`src/rtl/imm_ext_pipe_if.sv`:
```
// Request/response bundle of the immediate-generation unit.
// The master drives requests and takes results; the slave (the unit) does the reverse.
interface imm_ext_pipe_if #(
   parameter int DATA_W = 32,
   parameter int IMM_W  = 16
) ();
   logic              flush;
   logic              in_valid;
   logic              in_ready;
   logic [2:0]        ExtSel;
   logic [IMM_W-1:0]  immediateIn;
   logic [DATA_W-1:0] pcIn;
   logic              out_valid;
   logic              out_ready;
   logic [DATA_W-1:0] immediateOut;
   logic              sel_err;

   modport master (
      output flush, in_valid, ExtSel, immediateIn, pcIn, out_ready,
      input  in_ready, out_valid, immediateOut, sel_err
   );

   modport slave (
      input  flush, in_valid, ExtSel, immediateIn, pcIn, out_ready,
      output in_ready, out_valid, immediateOut, sel_err
   );
endinterface

```
`src/rtl/imm_ext_pipe.sv`:
```
// Registered immediate generator: S1 captures the request, S2 computes and
// holds the result. Valid/ready on both sides, two requests in flight at most.
// Parameter legality: DATA_W >= IMM_W+2 and SHAMT_LO+SHAMT_W <= IMM_W.
module imm_ext_pipe #(
   parameter int DATA_W   = 32,
   parameter int IMM_W    = 16,
   parameter int SHAMT_LO = 6,
   parameter int SHAMT_W  = 5
) (
   input logic          CLK,
   input logic          RST,
   imm_ext_pipe_if.slave bus
);

   typedef enum logic [2:0] {
      EXT_SHAMT  = 3'b000,
      EXT_ZERO   = 3'b001,
      EXT_SIGN   = 3'b010,
      EXT_UPPER  = 3'b011,
      EXT_SHIFT2 = 3'b100,
      EXT_BRANCH = 3'b101
   } ext_mode_e;

   // Stage 1: captured request
   logic              s1_valid;
   logic [2:0]        s1_sel;
   logic [IMM_W-1:0]  s1_imm;
   logic [DATA_W-1:0] s1_pc;

   // Stage 2: presented result
   logic              s2_valid;
   logic [DATA_W-1:0] s2_data;
   logic              s2_err;

   logic              s2_adv;
   logic              s1_load;
   logic [DATA_W-1:0] sx;
   logic [DATA_W-1:0] result;
   logic              result_err;

   // S2 moves when it is empty or its result is being taken; S1 can refill
   // in the same cycle, so in_ready depends on out_ready but never on in_valid.
   assign s2_adv       = !s2_valid || bus.out_ready;
   assign bus.in_ready = !s1_valid || s2_adv;
   assign s1_load      = bus.in_ready && bus.in_valid;

   assign bus.out_valid    = s2_valid;
   assign bus.immediateOut = s2_data;
   assign bus.sel_err      = s2_err;

   assign sx = {{(DATA_W-IMM_W){s1_imm[IMM_W-1]}}, s1_imm};

   // Result of the request sitting in S1; undefined codes give 0 plus an error flag.
   always_comb begin
      // NOTE: every output gets a default first so no path through the case can infer a latch.
      result     = '0;
      result_err = 1'b0;
      case (s1_sel)
         EXT_SHAMT:  result = {{(DATA_W-SHAMT_W){1'b0}}, s1_imm[SHAMT_LO +: SHAMT_W]};
         EXT_ZERO:   result = {{(DATA_W-IMM_W){1'b0}}, s1_imm};
         EXT_SIGN:   result = sx;
         EXT_UPPER:  result = {s1_imm, {(DATA_W-IMM_W){1'b0}}};
         EXT_SHIFT2: result = sx << 2;
         EXT_BRANCH: result = s1_pc + (sx << 2);
         default:    result_err = 1'b1;
      endcase
   end

   // Pipeline valid bits and result register; reset beats flush, flush beats traffic.
   always_ff @(posedge CLK) begin
      // NOTE: non-blocking assignments so every register samples pre-edge values.
      if (!RST) begin
         s1_valid <= 1'b0;
         s2_valid <= 1'b0;
         s2_data  <= '0;
         s2_err   <= 1'b0;
      end else if (bus.flush) begin
         s1_valid <= 1'b0;
         s2_valid <= 1'b0;
      end else begin
         if (s2_adv) begin
            s2_valid <= s1_valid;
            // The result only changes on a real load, so it stays put after consumption.
            if (s1_valid) begin
               s2_data <= result;
               s2_err  <= result_err;
            end
         end
         if (bus.in_ready) begin
            s1_valid <= bus.in_valid;
         end
      end
   end

   // S1 request capture; qualified by s1_valid, so these need no reset.
   always_ff @(posedge CLK) begin
      // NOTE: plain data registers are left unreset; only the valid bits gate their use.
      if (s1_load && !bus.flush) begin
         s1_sel <= bus.ExtSel;
         s1_imm <= bus.immediateIn;
         s1_pc  <= bus.pcIn;
      end
   end

endmodule

```
`src/flat_wrapper.sv`:
```
// flat-port wrapper written by rule: the top's interface ports become plain ports
module imm_ext_pipe_flat 
#(
   parameter int DATA_W   = 32,
   parameter int IMM_W    = 16,
   parameter int SHAMT_LO = 6,
   parameter int SHAMT_W  = 5
)
  (CLK, RST, bus_flush, bus_in_valid, bus_ExtSel, bus_immediateIn, bus_pcIn, bus_out_ready, bus_in_ready, bus_out_valid, bus_immediateOut, bus_sel_err);
  imm_ext_pipe_if #(.DATA_W(DATA_W), .IMM_W(IMM_W)) bus_i ();
  input logic CLK;
  input logic RST;
  input wire logic [$bits(bus_i.flush)-1:0] bus_flush;
  input wire logic [$bits(bus_i.in_valid)-1:0] bus_in_valid;
  input wire logic [$bits(bus_i.ExtSel)-1:0] bus_ExtSel;
  input wire logic [$bits(bus_i.immediateIn)-1:0] bus_immediateIn;
  input wire logic [$bits(bus_i.pcIn)-1:0] bus_pcIn;
  input wire logic [$bits(bus_i.out_ready)-1:0] bus_out_ready;
  output wire logic [$bits(bus_i.in_ready)-1:0] bus_in_ready;
  output wire logic [$bits(bus_i.out_valid)-1:0] bus_out_valid;
  output wire logic [$bits(bus_i.immediateOut)-1:0] bus_immediateOut;
  output wire logic [$bits(bus_i.sel_err)-1:0] bus_sel_err;
  assign bus_i.flush = bus_flush;
  assign bus_i.in_valid = bus_in_valid;
  assign bus_i.ExtSel = bus_ExtSel;
  assign bus_i.immediateIn = bus_immediateIn;
  assign bus_i.pcIn = bus_pcIn;
  assign bus_i.out_ready = bus_out_ready;
  assign bus_in_ready = bus_i.in_ready;
  assign bus_out_valid = bus_i.out_valid;
  assign bus_immediateOut = bus_i.immediateOut;
  assign bus_sel_err = bus_i.sel_err;
  imm_ext_pipe #(.DATA_W(DATA_W), .IMM_W(IMM_W), .SHAMT_LO(SHAMT_LO), .SHAMT_W(SHAMT_W)) u_core (.CLK(CLK), .RST(RST), .bus(bus_i));
endmodule
```
`config.mk`:
```
export PLATFORM = sky130hd
export DESIGN_NAME = imm_ext_pipe_flat
export DESIGN_NICKNAME = d
export VERILOG_FILES = /design/src/rtl/imm_ext_pipe_if.sv /design/src/rtl/imm_ext_pipe.sv /design/src/flat_wrapper.sv
export SDC_FILE = /design/constraint.sdc
export NUM_CORES = 1
export LEC_CHECK = 0
export BUFFER_PORTS_ARGS = -buffer_cell sky130_fd_sc_hd__buf_4
export CAP_MARGIN = 10
export CORE_ASPECT_RATIO = 2
export CORE_MARGIN = 2
export CORE_UTILIZATION = 33
export CTS_CLUSTER_SIZE = 20
export DETAILED_ROUTE_END_ITERATION = 16
export GPL_ROUTABILITY_DRIVEN = 0
export PLACE_DENSITY = 0.62
export SYNTH_ARGS = -nofsm -noshare
export SYNTH_HDL_FRONTEND = slang
export SYNTH_SLANG_ARGS = --single-unit
```
`constraint.sdc`:
```
create_clock -name CLK -period 3.59 [get_ports CLK]
set_input_delay 0.5385 -clock CLK [delete_from_list [all_inputs] [get_ports CLK]]
set_output_delay 0.5385 -clock CLK [all_outputs]
set_load 0.02 [all_outputs]
```
* Yosys cells after proc, flatten, opt, wreduce, memory -nomap -nowiden
Index checks and enable logic that the tools add are counted.
Word-level totals: register bits 86, input bits 56, output and inout port bits 35, word-level logic and storage cells 28
Operators by class: add/sub/neg operators 1, eq/ne operators 5, muxes and demuxes 2, bitwise logic cells 2, reductions and logical operators 11
Operators by type and width (number):
- 32-bit case mux with 6 select lines | 1
- 32-bit adder | 1
- 3-bit by 2-bit equality test with 1-bit output, second input constant | 2
- 3-bit equality test, second input constant | 2
- 6-bit OR reduction | 1
- 3-bit by 1-bit equality test with 1-bit output, second input constant | 1
- 1-bit zero test | 3
- 3-bit zero test | 1
- 3-bit AND reduction | 1
- 1-bit logical AND | 2
- 1-bit logical OR | 2
- 1-bit inverter | 2
- 2-bit OR reduction | 1
- 1-bit two-way mux | 1

* Longest topological paths before layout
Gate-level depths: netlist of run 1.
depth in word-level cells 5, gate-level depth with buffers 12, depth with buffers taken out 12

* Least setup slack after synthesis of run 1
OpenSTA, ideal clock, no wires.
path type register -> register, start point register u_core.s1_imm[15], end point register u_core.s2_data[31] (netlist: u_core.bus.immediateOut[31]), setup time 0.095 ns, arrival 2.948 ns, data required time 3.495 ns, slack 0.547 ns, cell stages (with the launch flop) 12, path buffers 1, period minus slack after synthesis 3.043 ns, cell sequence edfxtp_1 > ha_1 > clkbuf_1 > and2_4 > and3_1 > and4_1 > o21a_1 > a2111o_1 > a221o_1 > xor2_1 > a211o_1 > o311ai_1
On the way: longest elaborated chain between the ends 2
Ends and longest elaborated chain:
- start, declared | RTL line imm_ext_pipe.sv:27 | logic [IMM_W-1:0] s1_imm;
- start signal, assigned | RTL line imm_ext_pipe.sv:100 | s1_imm <= bus.immediateIn;
- 32-bit adder | RTL line imm_ext_pipe.sv:64 | EXT_BRANCH: result = s1_pc + (sx << 2);
- 32-bit case mux with 6 select lines (*) | RTL line imm_ext_pipe.sv:58 | case (s1_sel)
- end signal, assigned | RTL line imm_ext_pipe.sv:85 | s2_data <= result;
- end, declared | RTL line imm_ext_pipe.sv:32 | logic [DATA_W-1:0] s2_data;
Mark *: on every way between the ends. The rest lies on a longest branch, timed or not. A chain may end at the register's enable or synchronous reset.

* Worst setup path in the final report of run 1
Same ends and word-level chain as after synthesis.

==> flow_metrics.tcl, run 1 <==
set metrics [dict create \
    status "complete, no violations" \
    crit_chain "ha_1 -> a21o_1 -> o21bai_1 -> a31oi_1 -> o31ai_1 -> a2111o_1 -> a221o_1 -> xor2_1 -> a211o_1 -> o311ai_1" \
    ir_worst_vdd_mv 0.2234 \
    ant_nets 0 \
    rsz0062_at_grt "no" \
    wirelength_microns 15990 \
    clockRootBuffer "clkbuf_16" \
    dp_slack_ns 0.3664 \
    hold_violations 0 \
    p_leak_nw 2.496 \
    path_clk_slew_ns 0.06 \
    fin_crit_ns 3.282 \
    synthFlopType "edfxtp_1" \
    cts_tree "built" \
    yosysWarningCount 0 \
    grt_pass1_wl_microns 24950 \
    yosys.area.top_type_share_pct 30.49 \
    ys_ff_latch 86 \
    core.rowCount 63 \
    cts_resized 0 \
    clock_latency_ns 0.35 \
    vias 4580 \
    fmax_mhz 304.7 \
    hpwl_microns 12390 \
    fillerInstances 1536 \
    path_max_fanout 15 \
    dieArea_sq_um 16280 \
    die_w_microns 91.23 \
    critPathLaunchType "register" \
    setup_viol 0 \
    grt-ovfl-total 0 \
    numPortBuffers 90 \
    cts_buffers 9 \
    max-cap-violations 0 \
    final_cell_mix "100 x buf_4, 74 x a21oi_1, 54 x nor2_1" \
    finClkSkew_ns 0.008532 \
    syn_inst 529 \
    wire_per_inst_microns 19.62 \
    min_period_over_period_pct 91.42 \
    synth.net_count 615 \
    clockBufferDepth 2 \
    ys_async_sr_fraction_pct 0 \
    hp-class "input port to register" \
    boundaryPins 91 \
    fin_area_sq_um 6222 \
    worst_slew_pin_slew_ns 0.8154 \
    antenna_found_initial 0 \
    cp_slowest_stage_delay_ns 0.71 \
    fin_tns_setup_ns 0 \
    path_buf_inv 0 \
    die_height_microns 178.5 \
    drive_gt1_share_pct 21.13 \
    ys_types 63 \
    clock-sinks 86 \
    critPathTopFamily "compound AO/OA/AOI/OAI gates" \
    synth_area_per_cell_sq_um 9.494 \
    p_per_area_nw_per_um2 431.8 \
    cts_hold_buf 0 \
    first_pass_iters 5 \
    worst_path_max_delay_cell "edfxtp_1" \
    utilization_pct 41.99 \
    antennaDiodeCount 0 \
    crit_required_ns 3.83 \
    areaGrowthSynthToFinish_pct 23.89 \
    drv_slew 0 \
    maxSlewHeadroom_pct 45.44 \
    synth_top_cell_by_area "edfxtp_1" \
    synth_edf_count 51 \
    cts_setup_buffers 0 \
    final_common_cell "buf_4" \
    setup.worst_path.class "register to register" \
    initial_core_util_pct 33.89 \
    track_usage_pct 20.12 \
    cp-end-kind "register" \
    grt_pass1_vias 4819 \
    cts-htree-levels 3 \
    netlist_area_sq_um 5022 \
    placeableCoreArea_sq_um 14820 \
    dpl_cell_area_sq_um 5924 \
    synth.area.top_cells "edfxtp_1 30%, dfxtp_1 14%, a21oi_1 7.4%" \
    drc 0 \
    layout_setup_ws_ns 0.3080 \
    drtIter0Drc 358 \
    grt_max_degree 34 \
    nets 701 \
    arrival_ns 3.52 \
    via_per_inst 5.620 \
    synth-seq-area-share_pct 44.44 \
]
## path summary, 6_finish.rpt
kind / from / end / slack (ns) / cells past startpoint
setup / recovery: u_core.s1_imm[15] / u_core.bus.immediateOut[31] / 0.31 / 10
hold / removal: bus_pcIn[22] / u_core.s1_pc[22] / 0.36 / 1
setup reg to reg: u_core.s1_imm[15] / u_core.bus.immediateOut[31] / 0.31 / 10
hold reg to reg: u_core.bus.immediateOut[9] / u_core.bus.immediateOut[9] / 0.49 / 2
## synthesized netlist by cell type (3+ instances only)
library cell and count:
or2_2 3, buf_1 4, a31oi_1 7, edfxtp_1 51, inv_1 13, o21ai_0 31, clkbuf_1 21, xor2_1 11
nor2b_1 10, o31ai_1 4, nor2_1 54, nor3_1 5, nor3b_1 3, a211oi_1 6, ha_1 29, dfxtp_1 35
nand4_1 5, xnor2_1 9, mux2_2 3, nand2_1 36, a21o_1 14, a21oi_1 74, mux2i_1 4, a221o_1 4
nand3_1 13, a221oi_1 7, a22oi_1 14, and3_1 4, o211ai_1 3, o22ai_1 3, o21a_1 7
## metrics by stage
stage               instances  hold slack [ns]  power [W]
global placement          799           0.4736   0.001746
finish                    815           0.3615   0.002687
detailed placement        799           0.4805   0.001757
CTS                       815           0.3566   0.002696
floorplan                 529           0.4904   0.001549
global route              815           0.3593   0.002796
## per-layer routing
metal / wire (microns) / track usage [%]
met1: 5494 / 19.52
met2: 8467 / 36.67
met3: 684 / 3.380
met4: 1344 / 16.67
met5: 0 / 0
## state kept, by name, summed over array words and instances (netlist names)
register	cells
u_core.s1_sel	3
u_core.s1_imm	16
u_core.s1_pc	32
u_core.bus.sel_err	1
u_core.bus.immediateOut	32
u_core.s1_valid	1
u_core.bus.out_valid	1
## where the power goes
group          switching, W  total, W  internal [W]
clock network      0.000386  0.000939      0.000554
logic              0.000348  0.000598      0.000250
registers         0.0000501   0.00115       0.00110
total              0.000783   0.00269       0.00190
## cell families (layout without fill, tap and decap cells)
family	count (synthesis)	in the layout	share of synthesized area, %
adders and majority gates	30	30	7.623
and+or+nand+nor	148	148	14.13
DFF	86	86	44.44
xor gates and xnor gates	20	20	3.488
buffers and inverters	39	130	2.915
muxes	7	7	1.470
AOI/OAI and AO/OA	199	199	25.93
## layout make-up
type	instances	area, sq um	area share [%]
Inverter	14	52.55	0.8446
Timing Repair Buffer	100	750.7	12.07
Clock buffer	14	286.5	4.605
Sequential cell	86	2232	35.87
Tap cell	195	244.0	3.921
Clock inverter	2	11.26	0.1810
Multi-Input combinational cell	404	2645	42.51
(Power assumes the default switching activity.)
==> run 2, diff against run 1 <==
Settings changed: PLACE_DENSITY 0.62 to 0.58.
==> run 2 against run 1 <==
Setup slack better by 0.032 ns. Sequential power barely moved. Critical path depth unchanged. Hold slack got worse by 0.0019 ns. Register-to-register slack better by 0.03 ns. Combinational power grew 0.7%. Routed wire length up 2.4%. Highest routed layer unchanged.
==> flow_metrics.tcl, run 2 (synthesis gave the netlist of run 1 again) <==
set metrics [dict create \
    fin_crit_ns 3.250 \
    clock_latency_ns 0.35 \
    grt_pass1_vias 4594 \
    initial_core_util_pct 33.89 \
    crit_required_ns 3.79 \
    track_usage_pct 20.55 \
    drive_gt1_share_pct 21.22 \
    p_leak_nw 2.503 \
    die_height_microns 178.5 \
    setup.worst_path.class "register to register" \
    areaGrowthSynthToFinish_pct 24.39 \
    final_cell_count_no_fill 817 \
    first_pass_iters 6 \
    hp-class "input port to register" \
    worst_slew_pin_slew_ns 0.8712 \
    hpwl_microns 12520 \
    drc 0 \
    die_w_microns 91.23 \
    clockPowerShare_pct 36.3 \
    grt_max_degree 33 \
    fmax_mhz 307.7 \
    nets 703 \
    numPortBuffers 90 \
    final_common_cell "buf_4" \
    combPwrFrac_pct 21.9 \
    intPower_w 0.001959 \
    grt_pass1_wl_microns 25160 \
    clockBufferDepth 2 \
    ir_worst_vdd_mv 0.2163 \
    placeableCoreArea_sq_um 14820 \
    path_max_fanout 5 \
    cts-htree-levels 3 \
    via_per_inst 5.666 \
    cp-end-kind "register" \
    maxSlewHeadroom_pct 41.71 \
    drv_slew 0 \
    wire_per_inst_microns 20.05 \
    pwr-share-seq_pct 41.8 \
    core.rowCount 63 \
    p_per_area_nw_per_um2 439.8 \
    cts_resized 0 \
    cts_setup_buffers 0 \
    drtIter0Drc 309 \
    antenna_found_initial 0 \
    cts_tree "built" \
    ant_nets 0 \
    finClkSkew_ns 0.008125 \
    setup_viol 0 \
    clockRootBuffer "clkbuf_16" \
    dieArea_sq_um 16280 \
    hold_ws_ns 0.3596 \
    boundaryPins 91 \
    arrival_ns 3.45 \
    dp.cells 801 \
    antennaDiodeCount 0 \
    cts_hold_buf 0 \
    switching_share_pct 28.71 \
    clock-sinks 86 \
    status "complete, no violations" \
    wirelength_microns 16380 \
    fin_tns_setup_ns 0 \
    critPathLaunchType "register" \
    grt-ovfl-total 0 \
    min_period_over_period_pct 90.52 \
    cts_buffers 9 \
    hold_violations 0 \
    max-cap-violations 0 \
    final_cell_mix "102 x buf_4, 74 x a21oi_1, 54 x nor2_1" \
    vias 4629 \
    path_clk_slew_ns 0.06 \
    p_switching_w 0.0007890 \
    rsz0062_at_grt "no" \
]
run 2: cell count changes in the layout (fill, tap and decap cells not counted):
cell / previous run / this run
buf_4: 100 / 102
clkinv_2: 1 / 0
clkinvlp_4: 0 / 1
clkinv_1: 1 / 2
bufinv_16: 0 / 2
inv_4: 1 / 0
clkbuf_16: 11 / 9
run 2: final cells by class:
cell class              count  area, sq um
flip-flops and latches     86         2232
clock inverters             4        71.32
well taps                 195        244.0
clock buffers              12        236.5
repair buffers            102        765.7
fillers                  1543         8572
multi-input cells         404         2645
inverters                  14        52.55
run 2: path summary, 6_finish.rpt:
| check | start | to | slack, ns | depth (start not counted) |
|---|---|---|---|---|
| hold reg to reg | u_core.bus.immediateOut[9] | u_core.bus.immediateOut[9] | 0.48 | 2 |
| setup / recovery | u_core.s1_imm[4] | u_core.bus.immediateOut[29] | 0.34 | 10 |
| setup reg to reg | u_core.s1_imm[4] | u_core.bus.immediateOut[29] | 0.34 | 10 |
| hold / removal | bus_pcIn[25] | u_core.s1_pc[25] | 0.36 | 1 |
run 2: critical path, cell delays in order, from the launching register on:
cell       delay (ns)
edfxtp_1         0.52
ha_1             0.44
and2_4           0.20
nand3_1          0.14
a2111oi_2        0.58
o211ai_1         0.20
nand3_1          0.13
a31oi_1          0.25
o31ai_1          0.39
xnor2_1          0.16
o22ai_1          0.08
run 2: layer usage:
metal	vias up	global-route usage, %	wire length (microns)	part of all wire [%]
li1	2177	-	-	-
met5	-	0	0	0
met2	211	38.12	8759	53
met4	0	16.10	1383	8.4
met3	63	3.507	691	4.2
met1	2178	19.73	5546	34
run 2: power groups by stage:
| stage | clock [W] | sequential, W | combinational (W) |
|---|---|---|---|
| 2_1_floorplan | 0 | 0.00115 | 0.000395 |
| 3_3_place_gp | 0 | 0.00117 | 0.000585 |
| 3_5_place_dp | 0 | 0.00117 | 0.000592 |
| 4_1_cts | 0.00102 | 0.00115 | 0.000595 |
| 5_1_grt | 0.00106 | 0.00115 | 0.000655 |
| 6_report | 0.000998 | 0.00115 | 0.000602 |
run 2: stage by stage:
stage	total power [W]	instance area [sq um]	utilization, %	worst slack (ns)
floorplan	0.001549	5022	-	0.5466
global placement	0.001753	5939	40.08	0.4795
detailed placement	0.001761	5939	40.08	0.4167
CTS	0.002766	6247	42.16	0.4089
global route	0.002869	6247	42.16	0.2173
finish	0.002748	6247	42.16	0.3403
